$ cat src/rtl/systolic_ctrl.sv
// systolic_ctrl: sequencer for an external DIM x DIM output-stationary
// systolic array. It clears or keeps the array's C tile, feeds DIM operand
// steps through triangular skew lines, drains the pipeline with zeros, then
// hands the C rows out one at a time over a valid/ready handshake.
//
// Ports
//   clk, rst            clock and asynchronous active-high reset
//   start, acc          begin a tile (sampled in IDLE); acc=1 keeps old C
//   in_valid/in_ready   operand-step handshake; a_in = A column, b_in = B row
//   arr_en, arr_wren    array advance/MAC enable and C-row write enable
//   arr_crow            array C row select (clear and read-out)
//   arr_a, arr_b        skewed operands to array rows / columns
//   arr_cin, arr_cout   C write data (always zero) and selected C row
//   out_valid/out_ready result-row handshake; out_row / c_out row index/data
//   busy, done          not-IDLE flag and one-cycle completion pulse
module systolic_ctrl #(
  parameter int DIM     = 8,
  parameter int BITS_AB = 8,
  parameter int BITS_C  = 16
) (
  input  logic                             clk,
  input  logic                             rst,
  input  logic                             start,
  input  logic                             acc,
  input  logic                             in_valid,
  output logic                             in_ready,
  input  logic [DIM-1:0][BITS_AB-1:0]      a_in,
  input  logic [DIM-1:0][BITS_AB-1:0]      b_in,
  output logic                             arr_en,
  output logic                             arr_wren,
  output logic [$clog2(DIM)-1:0]           arr_crow,
  output logic [DIM-1:0][BITS_AB-1:0]      arr_a,
  output logic [DIM-1:0][BITS_AB-1:0]      arr_b,
  output logic [DIM-1:0][BITS_C-1:0]       arr_cin,
  input  logic [DIM-1:0][BITS_C-1:0]       arr_cout,
  output logic                             out_valid,
  input  logic                             out_ready,
  output logic [$clog2(DIM)-1:0]           out_row,
  output logic [DIM-1:0][BITS_C-1:0]       c_out,
  output logic                             busy,
  output logic                             done
);

  localparam int CW = $clog2(3*DIM);
  localparam int RW = $clog2(DIM);
  localparam logic [CW-1:0] ROW_LAST   = CW'(DIM-1);
  localparam logic [CW-1:0] DRAIN_LAST = CW'(2*DIM-3);

  typedef enum logic [2:0] {IDLE, CLEAR, FEED, DRAIN, READ} state_t;

  state_t          state_q, state_d;
  logic [CW-1:0]   cnt_q, cnt_d;
  logic            done_q, done_d;

  // One shared counter: clear row, feed step, drain cycle, read row.
  always_comb begin
    state_d   = state_q;
    cnt_d     = cnt_q;
    done_d    = 1'b0;
    in_ready  = 1'b0;
    out_valid = 1'b0;
    arr_en    = 1'b0;
    arr_wren  = 1'b0;
    arr_crow  = '0;
    case (state_q)
      IDLE: begin
        if (start) begin
          cnt_d   = '0;
          state_d = acc ? FEED : CLEAR;
        end
      end
      CLEAR: begin
        arr_wren = 1'b1;
        arr_crow = cnt_q[RW-1:0];
        if (cnt_q == ROW_LAST) begin
          cnt_d   = '0;
          state_d = FEED;
        end else begin
          cnt_d = cnt_q + CW'(1);
        end
      end
      FEED: begin
        in_ready = 1'b1;
        arr_en   = in_valid;
        if (in_valid) begin
          if (cnt_q == ROW_LAST) begin
            cnt_d   = '0;
            state_d = DRAIN;
          end else begin
            cnt_d = cnt_q + CW'(1);
          end
        end
      end
      DRAIN: begin
        // Enough zero advances for the last skewed operand to reach PE(DIM-1,DIM-1).
        arr_en = 1'b1;
        if (cnt_q == DRAIN_LAST) begin
          cnt_d   = '0;
          state_d = READ;
        end else begin
          cnt_d = cnt_q + CW'(1);
        end
      end
      READ: begin
        out_valid = 1'b1;
        arr_crow  = cnt_q[RW-1:0];
        if (out_ready) begin
          if (cnt_q == ROW_LAST) begin
            cnt_d   = '0;
            done_d  = 1'b1;
            state_d = IDLE;
          end else begin
            cnt_d = cnt_q + CW'(1);
          end
        end
      end
      default: state_d = IDLE;
    endcase
  end

  always_ff @(posedge clk or posedge rst) begin
    if (rst) begin
      state_q <= IDLE;
      cnt_q   <= '0;
      done_q  <= 1'b0;
    end else begin
      state_q <= state_d;
      cnt_q   <= cnt_d;
      done_q  <= done_d;
    end
  end

  // Operands enter the skew lines only while feeding; DRAIN pushes zeros.
  logic [DIM-1:0][BITS_AB-1:0] feed_a, feed_b;
  assign feed_a = (state_q == FEED) ? a_in : '0;
  assign feed_b = (state_q == FEED) ? b_in : '0;

  assign arr_a[0] = feed_a[0];
  assign arr_b[0] = feed_b[0];

  // Lane i carries an i-deep shift line so that step k reaches lane i at
  // advance k+i; the lines move only on array advances.
  for (genvar i = 1; i < DIM; i++) begin : g_lane
    logic signed [BITS_AB-1:0] a_dly_q [i];
    logic signed [BITS_AB-1:0] a_dly_d [i];
    logic signed [BITS_AB-1:0] b_dly_q [i];
    logic signed [BITS_AB-1:0] b_dly_d [i];

    always_comb begin
      a_dly_d = a_dly_q;
      b_dly_d = b_dly_q;
      if (arr_en) begin
        a_dly_d[0] = feed_a[i];
        b_dly_d[0] = feed_b[i];
        for (int s = 1; s < i; s++) begin
          a_dly_d[s] = a_dly_q[s-1];
          b_dly_d[s] = b_dly_q[s-1];
        end
      end
    end

    always_ff @(posedge clk or posedge rst) begin
      if (rst) begin
        a_dly_q <= '{default: '0};
        b_dly_q <= '{default: '0};
      end else begin
        a_dly_q <= a_dly_d;
        b_dly_q <= b_dly_d;
      end
    end

    assign arr_a[i] = a_dly_q[i-1];
    assign arr_b[i] = b_dly_q[i-1];
  end

  assign arr_cin = '0;
  assign out_row = arr_crow;
  assign c_out   = arr_cout;
  assign busy    = (state_q != IDLE);
  assign done    = done_q;

endmodule
$ cat config.mk
export PLATFORM = sky130hd
export DESIGN_NAME = systolic_ctrl
export DESIGN_NICKNAME = d
export VERILOG_FILES = /design/src/rtl/systolic_ctrl.sv
export SDC_FILE = /design/constraint.sdc
export NUM_CORES = 1
export LEC_CHECK = 0
export BUFFER_PORTS_ARGS = -buffer_cell sky130_fd_sc_hd__buf_2
export CAP_MARGIN = 0
export CORE_AREA = 2 2 255 257
export DETAILED_ROUTE_END_ITERATION = 10
export DIE_AREA = 0 0 257 259
export SLEW_MARGIN = 20
export SYNTH_ARGS = -nofsm -noshare
export SYNTH_HDL_FRONTEND = slang
export SYNTH_SLANG_ARGS = --single-unit
$ cat constraint.sdc
create_clock -name clk -period 18.43 [get_ports clk]
set_input_delay 0.9215 -clock clk [delete_from_list [all_inputs] [get_ports clk]]
set_output_delay 0.9215 -clock clk [all_outputs]
set_load 0.02 [all_outputs]
==> results.txt, run 1 <==
outcome - completed
CTS Sinks - 457
top cells by area, synth - dfrtp_1 57%, nand2_1 19%, buf_4 14%
gr usage total - 0.124
worst-path fanout max - 134
CTS tree - done
top-count cell post-synth - nand2_1
PostCTS Resize Cnt - 0
RSZ-0062 raised after global routing - no
setup_tns - 0 ps
final hold violations - 0
Psw - 1.49 mW
mapped cell area - 0.0201 mm2
Tmin final - 3930 ps
top cell type's share of synthesized area - 0.569
Async S/R FF share, synth - 1.00
maximum clock path buffer count - 3
Cell Int Power - 2.49 mW
sequential share of power - 0.421
Post-synth top cells - 1016 x nand2_1, 457 x dfrtp_1, 372 x buf_4
Pins Over Slew Limit - 0
die area - 0.0666 mm2
HP Class - input pin to asynchronous set/reset pin
Area growth syn-to-layout - 7.96%
clock root buffer - clkbuf_16
share of layout cells above drive strength 1 - 0.178
PwrDens - 183 mW/mm2
Mapped Cells - 2137
Slowest Stage Delay on Critical Path - 640 ps
core footprint - 0.0639 mm2
Comb pwr share - 0.301
# hold bufs at CTS - 0
Max VDD drop - 182 uV
vias per inst - 4.24
total gr overflow - 0
Sw Ratio - 0.375
vias in the first global route - 12730
Antenna Violating Nets Remaining - 0
Worst EP required - 17510 ps
IO Pins - 658
DR WL/cell - 14.0 um
CP Launch Type - register
Max Clk Rate - 254 MHz
reg2reg end - arr_b[25]
crit share post-route - 0.213
syn_area_per_cell - 9.41 um2
Setup crit end kind - output port
1st-pass router iterations - 5
critical path's top delay family - buffers and inverters
leak pwr - 12.2 nW
sequential element share of the synthesized area - 0.569
Rel. slew slack - 0.227
drt initial violations - 844
first-pass GRT wire length - 68.4 mm
predominant post-synthesis flop cell - dfrtp_1
DRC viols - 0
Worst path slowest cell - dfrtp_1
crit path kind - register to output port
max cap viols - 0
Initial Util - 0.315
Critical R2R Launch - state_q[1]
final setup fails - 0
pre-CTS WS - 14850 ps
largest net degree at the start of global routing - 205
Synth Warn # - 0
R2R Setup Slk - 15150 ps
die width - 257 um
worst slew pin tran - 1160 ps
Final GP Congestion - 0.797
Post-synth EDFFs - 0
die height - 259 um
final worst slack - 14500 ps
CTS buffer count - 52
port bufs - 273
Arr. time, crit path - 3010 ps
initial antenna violation count - 14
Clock power frac - 0.278
Worst Clk Skew - 34.8 ps
Skew-Pair Late Insertion Delay - 600 ps
via count - 12858
number of setup buffers added after CTS - 0
largest area contributor in the netlist - dfrtp_1
Total Routed Length - 42.4 mm
Post-layout nets - 2391
Filler cells - 6563
CP Buf/Inv Count - 3
Clock transition at path regs - 60 ps
Synth Register Bits - 457
final HPWL from detailed placement - 26.5 mm
Critical Path, Cell by Cell - nor2b_1 > o21ai_4 > buf_4 > inv_8 > buf_2
row count - 93
reg2reg path depth - 7
Max H-tree Level - 2
Netlist cell types - 42
==> layout by cell type (no fill, tap or decap), types with 2 or more instances in the layout <==
cell type,instances
and2_1,17
ha_1,2
clkinv_2,7
inv_6,5
inv_1,5
clkbuf_8,11
clkbuf_16,52
o21ai_0,5
clkinv_4,2
nor2_1,7
diode_2,5
nor3b_1,2
clkbuf_1,6
nand2_1,1016
a211oi_1,3
buf_12,4
a21oi_1,3
bufinv_16,8
clkinvlp_4,4
nor2b_1,2
buf_2,273
nor3_1,2
buf_4,5
nand2b_1,2
conb_1,128
or3_1,2
dfrtp_1,457
a22o_1,112
nand3_1,2
==> cell families after synthesis <==
logic type,Yosys count,share of synthesized area
fa+ha+maj,2,0.00124
flops,457,0.569
other cells,1,0.000187
simple gates,1060,0.204
compound gates,135,0.0580
buf+inv,482,0.168
==> metrics by stage <==
step	power, mW	instance area [um2]	hold slack, ps	instances	utilization
floorplan	2.78	20600	439	2264	-
global placement	2.86	19800	447	2927	0.310
detailed placement	2.90	19800	453	2927	0.310
CTS	4.04	21700	450	3023	0.339
global route	4.29	21700	477	3024	0.340
finish	3.98	21700	422	3029	0.340
==> area by class of cell <==
cell class | count | area (um2) | area share
clock inverters | 27 | 397 | 0.0183
well taps | 855 | 1070 | 0.0493
multi-input cells | 1325 | 5770 | 0.266
repair buffers | 283 | 1500 | 0.0689
diodes | 5 | 12.5 | 0.000576
inverters | 8 | 50.0 | 0.00231
flip-flops and latches | 457 | 11400 | 0.527
clock buffers | 69 | 1480 | 0.0680
==> layer usage <==
metal | global-route usage | routed length [um]
met5 | 0.00356 | 92
met4 | 0.0394 | 1040
met1 | 0.161 | 18300
met2 | 0.183 | 18600
met3 | 0.0584 | 4360
==> power groups by stage <==
| stage | Clock (mW) | Combinational [mW] | Sequential [mW] |
|---|---|---|---|
| floorplan | 0 | 1.14 | 1.64 |
| global placement | 0 | 1.18 | 1.67 |
| detailed placement | 0 | 1.21 | 1.69 |
| CTS | 1.15 | 1.22 | 1.68 |
| global route | 1.19 | 1.36 | 1.74 |
| finish | 1.11 | 1.20 | 1.67 |
==> worst max path at each step <==
stage | startpoint | endpoint | depth (start not counted)
2_1_floorplan | rst | arr_a[16] | 1
3_3_place_gp | in_valid | arr_en | 5
3_5_place_dp | in_valid | arr_en | 5
4_1_cts | state_q[1] | arr_en | 5
5_1_grt | state_q[1] | arr_en | 5
6_report | state_q[1] | arr_en | 5
==> registers in the layout, summed over array words and instances (netlist names) <==
register / cells
arr_a: 48
arr_b: 48
cnt_q: 5
done: 1
g_lane.a_dly_q: 176
g_lane.b_dly_q: 176
state_q: 3
Power figures use the tool's default switching activity.
==> run 2, diff against run 1 <==
==> constraint.sdc (replaced) <==
create_clock -name clk -period 3.7 [get_ports clk]
set_input_delay 0.185 -clock clk [delete_from_list [all_inputs] [get_ports clk]]
set_output_delay 0.185 -clock clk [all_outputs]
set_load 0.02 [all_outputs]
==> run 2 against run 1 <==
  * Final cell count is 3.9% higher
  * Clock power grew to 4.8 times the previous value
  * Sequential power grew to 5.0 times the previous value
  * Setup slack worse by 13000 ps
  * First-iteration DRC count is 11% lower
  * Count of clock-buffer cells in the layout is 7 higher
  * Sequential share of layout area is 2.7 points lower
==> results.txt, run 2 (synthesis results as in run 1) <==
outcome - completed
vias in the first global route - 13413 (+5.4%)
clock root buffer - clkbuf_16
core footprint - 0.0639 mm2 (unchanged)
first-pass GRT wire length - 70.0 mm (+2.4%)
WHS - 32.2 ps (-390 ps)
IO Pins - 658 (unchanged)
Pins Over Slew Limit - 0 (unchanged)
Clock transition at path regs - 60 ps (about the same)
largest net degree at the start of global routing - 184 (-10%)
Worst path slowest cell - dfrtp_1
leak pwr - 12.7 nW (+4.0%)
crit share post-route - 0.720
most common cell after layout, fill and taps aside - nand2_1
Tmin final - 2660 ps
Critical Path, Cell by Cell - nor2b_1 > o21ai_4 > inv_8 > buf_2
total gr overflow - 0 (unchanged)
Sw Ratio - 0.374 (-0.000924)
via count - 13314 (+3.5%)
PwrDens - 866 mW/mm2 (+370%)
Final GP Congestion - 0.825 (+3.6%)
most frequent cells in the layout - 1016 x nand2_1, 457 x dfrtp_1, 273 x buf_2, 128 x conb_1, 114 x dlygate4sd3_1
CP Launch Type - register
Top Registers - g_lane.a_dly_q: 176 flops, g_lane.b_dly_q: 176 flops
Max H-tree Level - 2 (unchanged)
final setup fails - 0 (unchanged)
crit path kind - register to output port
max cap viols - 0 (unchanged)
critical path's top delay family - buffers and inverters
1st-pass router iterations - 5 (unchanged)
Cell Int Power - 12.4 mW (+400%)
maximum clock path buffer count - 3 (unchanged)
Max VDD drop - 686 uV (+280%)
DRC viols - 0 (unchanged)
Antenna Violating Nets Remaining - 0 (unchanged)
Max Clk Rate - 375 MHz
port bufs - 273 (unchanged)
row count - 93 (unchanged)
Clock power frac - 0.268 (-0.010)
die height - 259 um (unchanged)
Slowest Stage Delay on Critical Path - 640 ps (about the same)
worst-path fanout max - 96 (-28%)
HP Class - input pin to register
CTS buffer count - 52 (unchanged)
vias per inst - 4.23 (-0.34%)
final hold violations - 0 (unchanged)
Arr. time, crit path - 2480 ps (-530 ps)
RSZ-0062 raised after global routing - no
Filler cells - 6466 (-1.5%)
Comb pwr share - 0.309 (+0.008)
gr usage total - 0.127 (+0.00220)
Total Routed Length - 43.2 mm (+2.0%)
sequential share of power - 0.423 (+0.002)
Worst EP required - 3510 ps (-14000 ps)
CTS Sinks - 457 (unchanged)
worst slew pin tran - 870 ps (-290 ps)
Rel. slew slack - 0.420 (+0.193)
die area - 0.0666 mm2 (unchanged)
initial antenna violation count - 8 (-6)
Worst Clk Skew - 12.8 ps (-22.1 ps)
Setup crit end kind - output port
Initial Util - 0.315 (unchanged)
Post-layout nets - 2513 (+5.1%)
Skew-Pair Late Insertion Delay - 580 ps (-20 ps)
final HPWL from detailed placement - 27.6 mm (+4.0%)
Area growth syn-to-layout - 13.7%
register area - 0.0114 mm2 (unchanged)
number of setup buffers added after CTS - 0 (unchanged)
die width - 257 um (unchanged)
CTS tree - done
Psw - 7.41 mW (+400%)
share of layout cells above drive strength 1 - 0.165 (-0.0127)
DR WL/cell - 13.7 um (-1.8%)
CP Buf/Inv Count - 2 (-1)
final core occ - 0.358 (+0.0181)
drt initial violations - 753 (-11%)
Multi-input gate area - 0.00577 mm2 (unchanged)
run 2: final timing paths:
kind,from,to,slack [ps],depth (start not counted)
worst max-delay path,state_q[1],arr_en,1040,4
worst min-delay path,acc,state_q[1],30,3
worst max register to register,state_q[1],arr_a[42],1460,6
worst min register to register,g_lane[7].a_dly_q[14],arr_a[62],460,2
max in group asynchronous,rst,g_lane[5].a_dly_q[22],2500,5
min in group asynchronous,rst,g_lane[6].b_dly_q[47],200,3
run 2: layout make-up:
type / instances / share of cell area
sequential: 457 / 0.500
multi-input combinational: 1325 / 0.252
timing repair buffer: 405 / 0.121
clock buffer: 76 / 0.0640
tap: 855 / 0.0468
clock inverter: 16 / 0.0131
inverter: 8 / 0.00181
antenna: 5 / 0.000547
run 2: power groups by stage:
stage          Combinational [mW]  Sequential (mW)  Clock (mW)
3_3_place_gp                 5.98             8.38           0
2_1_floorplan                5.66             8.17           0
5_1_grt                      6.92             8.66        5.70
6_report                     6.12             8.37        5.31
4_1_cts                      6.25             8.39        5.52
3_5_place_dp                 6.13             8.44           0
run 2: routing by layer:
metal	vias to the layer above	part of all wire	GRT usage
li1	6417	-	-
met4	10	0.025	0.0422
met5	-	0.0047	0.0171
met1	6351	0.44	0.164
met2	440	0.45	0.193
met3	96	0.083	0.0490
run 2: worst register-to-register path, cell delays in order, from the launching register on:
cell     delay [ps]
dfrtp_1         640
nor2b_1         280
o21ai_4         170
inv_8           450
buf_12          390
nand2_1         170
nand2_1          80
run 2: through the flow:
step	area (um2)	setup slack (ps)	total power [mW]	instances	setup TNS [ps]
after floorplan	20600	-2670	13.8	2264	-1219290
after global placement	19900	1550	14.4	2936	0
after detailed placement	19900	1460	14.6	2936	0
after CTS	22800	999	20.2	3142	0
after global routing	22900	894	21.3	3147	0
final	22900	1040	19.8	3147	0
run 2: timing repair:
action,CTS,global route
hold buffers,114,0
gates resized for setup,0,0
hold endpoints to repair,125,0
==> run 3, diff against run 2 <==
==> constraint.sdc (replaced) <==
create_clock -name clk -period 2.8 [get_ports clk]
set_input_delay 0.14 -clock clk [delete_from_list [all_inputs] [get_ports clk]]
set_output_delay 0.14 -clock clk [all_outputs]
set_load 0.02 [all_outputs]
==> run 3 against run 2 <==
  * Combinational power increased by 34%
  * Die area unchanged
  * Via count increased by 0.27%
  * Global-route usage increased by 0.23 points
  * Sequential cell count unchanged
  * Wire length increased by 1.6%
  * First-iteration DRC count increased by 27%
  * Count of clock-buffer cells in the layout decreased by 2
  * Setup slack got worse by 680 ps
  * Clock power increased by 33%
  * Sequential share of layout area decreased by 0.21 points
  * Sequential power increased by 31%
  * Critical path type unchanged
  * Critical endpoint unchanged
  * Largest power group unchanged
  * Highest routed layer unchanged
==> results.txt, run 3 (synthesis results as in run 1) <==
vias per inst - 4.23 (about the same)
CTS tree - done
via count - 13350 (+0.27%)
core footprint - 0.0639 mm2 (unchanged)
Filler cells - 6490 (+0.37%)
Clock transition at path regs - 70 ps (about the same)
HP Class - input pin to register
Critical R2R Launch - state_q[1]
initial antenna violation count - 3 (-5)
outcome - completed
Worst Clk Skew - 58.0 ps (+45.2 ps)
worst slew pin tran - 827 ps (-42.9 ps)
met1 wire length - 19.3 mm (+1.8%)
Post-layout nets - 2521 (+0.32%)
Max Clk Rate - 410 MHz
final HPWL from detailed placement - 27.6 mm (+0.14%)
vias in the first global route - 13555 (+1.1%)
first-pass GRT wire length - 71.1 mm (+1.6%)
reg2reg end - g_lane[7].b_dly_q[54]
Post-Layout Cell Count - 3156 (+0.29%)
worst-path fanout max - 55 (-43%)
gr usage total - 0.129 (+0.00233)
clock root buffer - clkbuf_16
most common cell after layout, fill and taps aside - nand2_1
# hold bufs at CTS - 116 (+1.8%)
worst setup path start - state_q[1]
Placed Area - 0.0200 mm2 (+0.29%)
CTS Sinks - 457 (unchanged)
largest net degree at the start of global routing - 174 (-5.4%)
die area - 0.0666 mm2 (unchanged)
Skew-Pair Late Insertion Delay - 620 ps (+40 ps)
max cap viols - 0 (unchanged)
Arr. time, crit path - 2300 ps (-180 ps)
crit share post-route - 0.872
Final GP Congestion - 0.799 (-3.2%)
met2 WL - 19.9 mm (+2.8%)
share of layout cells above drive strength 1 - 0.170 (+0.00487)
most frequent cells in the layout - 1016 x nand2_1, 457 x dfrtp_1, 273 x buf_2, 128 x conb_1, 116 x dlygate4sd3_1
final setup fails - 0 (unchanged)
Top Registers - g_lane.a_dly_q: 176 flops, g_lane.b_dly_q: 176 flops
R2R Setup Slk - 650 ps (-810 ps)
DR WL met3 - 3.53 mm (-1.8%)
Total Routed Length - 43.9 mm (+1.6%)
Design Area, Final - 0.0230 mm2 (+0.42%)
final core occ - 0.359 (+0.00151)
PwrDens - 1150 mW/mm2 (+32%)
CP Launch Type - register
Worst setup endpoint - arr_en
Sw Ratio - 0.379 (+0.00485)
maximum clock path buffer count - 3 (unchanged)
Initial Util - 0.315 (unchanged)
reg2reg path depth - 5 (-1)
drt initial violations - 959 (+27%)
Area growth syn-to-layout - 14.2%
die width - 257 um (unchanged)
Setup crit end kind - output port
Tmin final - 2440 ps
row count - 93 (unchanged)
number of setup buffers added after CTS - 0 (unchanged)
1st-pass router iterations - 5 (unchanged)
Comb pwr share - 0.312 (+0.003)
Antenna Violating Nets Remaining - 0 (unchanged)
die height - 259 um (unchanged)
Clock power frac - 0.268 (about the same)
final hold violations - 0 (unchanged)
crit path kind - register to output port
Max H-tree Level - 2 (unchanged)
Rel. slew slack - 0.449 (+0.0286)
total gr overflow - 0 (unchanged)
Max VDD drop - 1050 uV (+53%)
DR WL/cell - 13.9 um (+1.3%)
Cell Int Power - 16.3 mW (+32%)
Psw - 9.96 mW (+35%)
leak pwr - 12.7 nW (+0.38%)
DRC viols - 0 (unchanged)
PostCTS Resize Cnt - 0 (unchanged)
Worst EP required - 2660 ps (-850 ps)
IO Pins - 658 (unchanged)
Max Used Layer - met5
placed cells - 2942 (+0.20%)
sequential share of power - 0.420 (-0.003)
RSZ-0062 raised after global routing - no
port bufs - 273 (unchanged)
CTS buffer count - 52 (unchanged)
Pins Over Slew Limit - 0 (unchanged)
run 3: cell types whose count changed in the layout (fill, tap and decap cells not counted), sizes merged:
cell         previous run  this run
dlygate4sd3           114       116
clkinv                  4         9
bufinv                  7         5
diode                   5         3
clkbuf                 76        74
clkinvlp                1         3
buf                   291       297
run 3: worst min path at each step:
stage	from	endpoint	slack, ps	depth (start not counted)
floorplan	a_in[56]	g_lane[7].a_dly_q[48]	270	1
global placement	rst	arr_a[38]	190	2
detailed placement	rst	arr_a[38]	190	2
CTS	in_valid	state_q[0]	40	3
global route	in_valid	state_q[0]	70	3
finish	in_valid	state_q[0]	70	3
run 3: power by group through the flow:
stage,Sequential (mW),Combinational (mW),Clock [mW]
floorplan,10.8,7.49,0
global placement,11.1,8.03,0
detailed placement,11.1,8.22,0
CTS,11.1,8.40,7.31
global route,11.4,9.30,7.56
finish,11.0,8.22,7.04
run 3: final cells by class:
cell class	count	area, um2	share of cell area
Sequential cell	457	11400	0.498
Antenna cell	3	7.51	0.000327
Multi-Input combinational cell	1325	5770	0.251
Clock buffer	74	1460	0.0638
Clock inverter	21	323	0.0141
Timing Repair Buffer	413	2850	0.124
Tap cell	855	1070	0.0466
Inverter	8	41.3	0.00180
run 3: per-layer routing:
metal  up-vias  global-route usage
met2       456               0.195
met1      6369               0.170
met5         -              0.0171
li1       6442                   -
met3        79              0.0461
met4         4              0.0412
run 3: critical path: stages (launching register included):
cell	delay (ps)
dfrtp_1	630
nor2b_1	280
o21ai_4	170
inv_8	340
buf_2	250
run 3: per-stage QoR:
step           TNS (ps)  total power, mW  setup WS, ps  hold WS [ps]
2_1_floorplan  -1610020             18.3         -3520           273
3_3_place_gp          0             19.1           732           192
3_5_place_dp          0             19.4           675           192
4_1_cts               0             26.8           308          35.8
5_1_grt               0             28.3           200          65.8
6_report              0             26.3           359          73.8
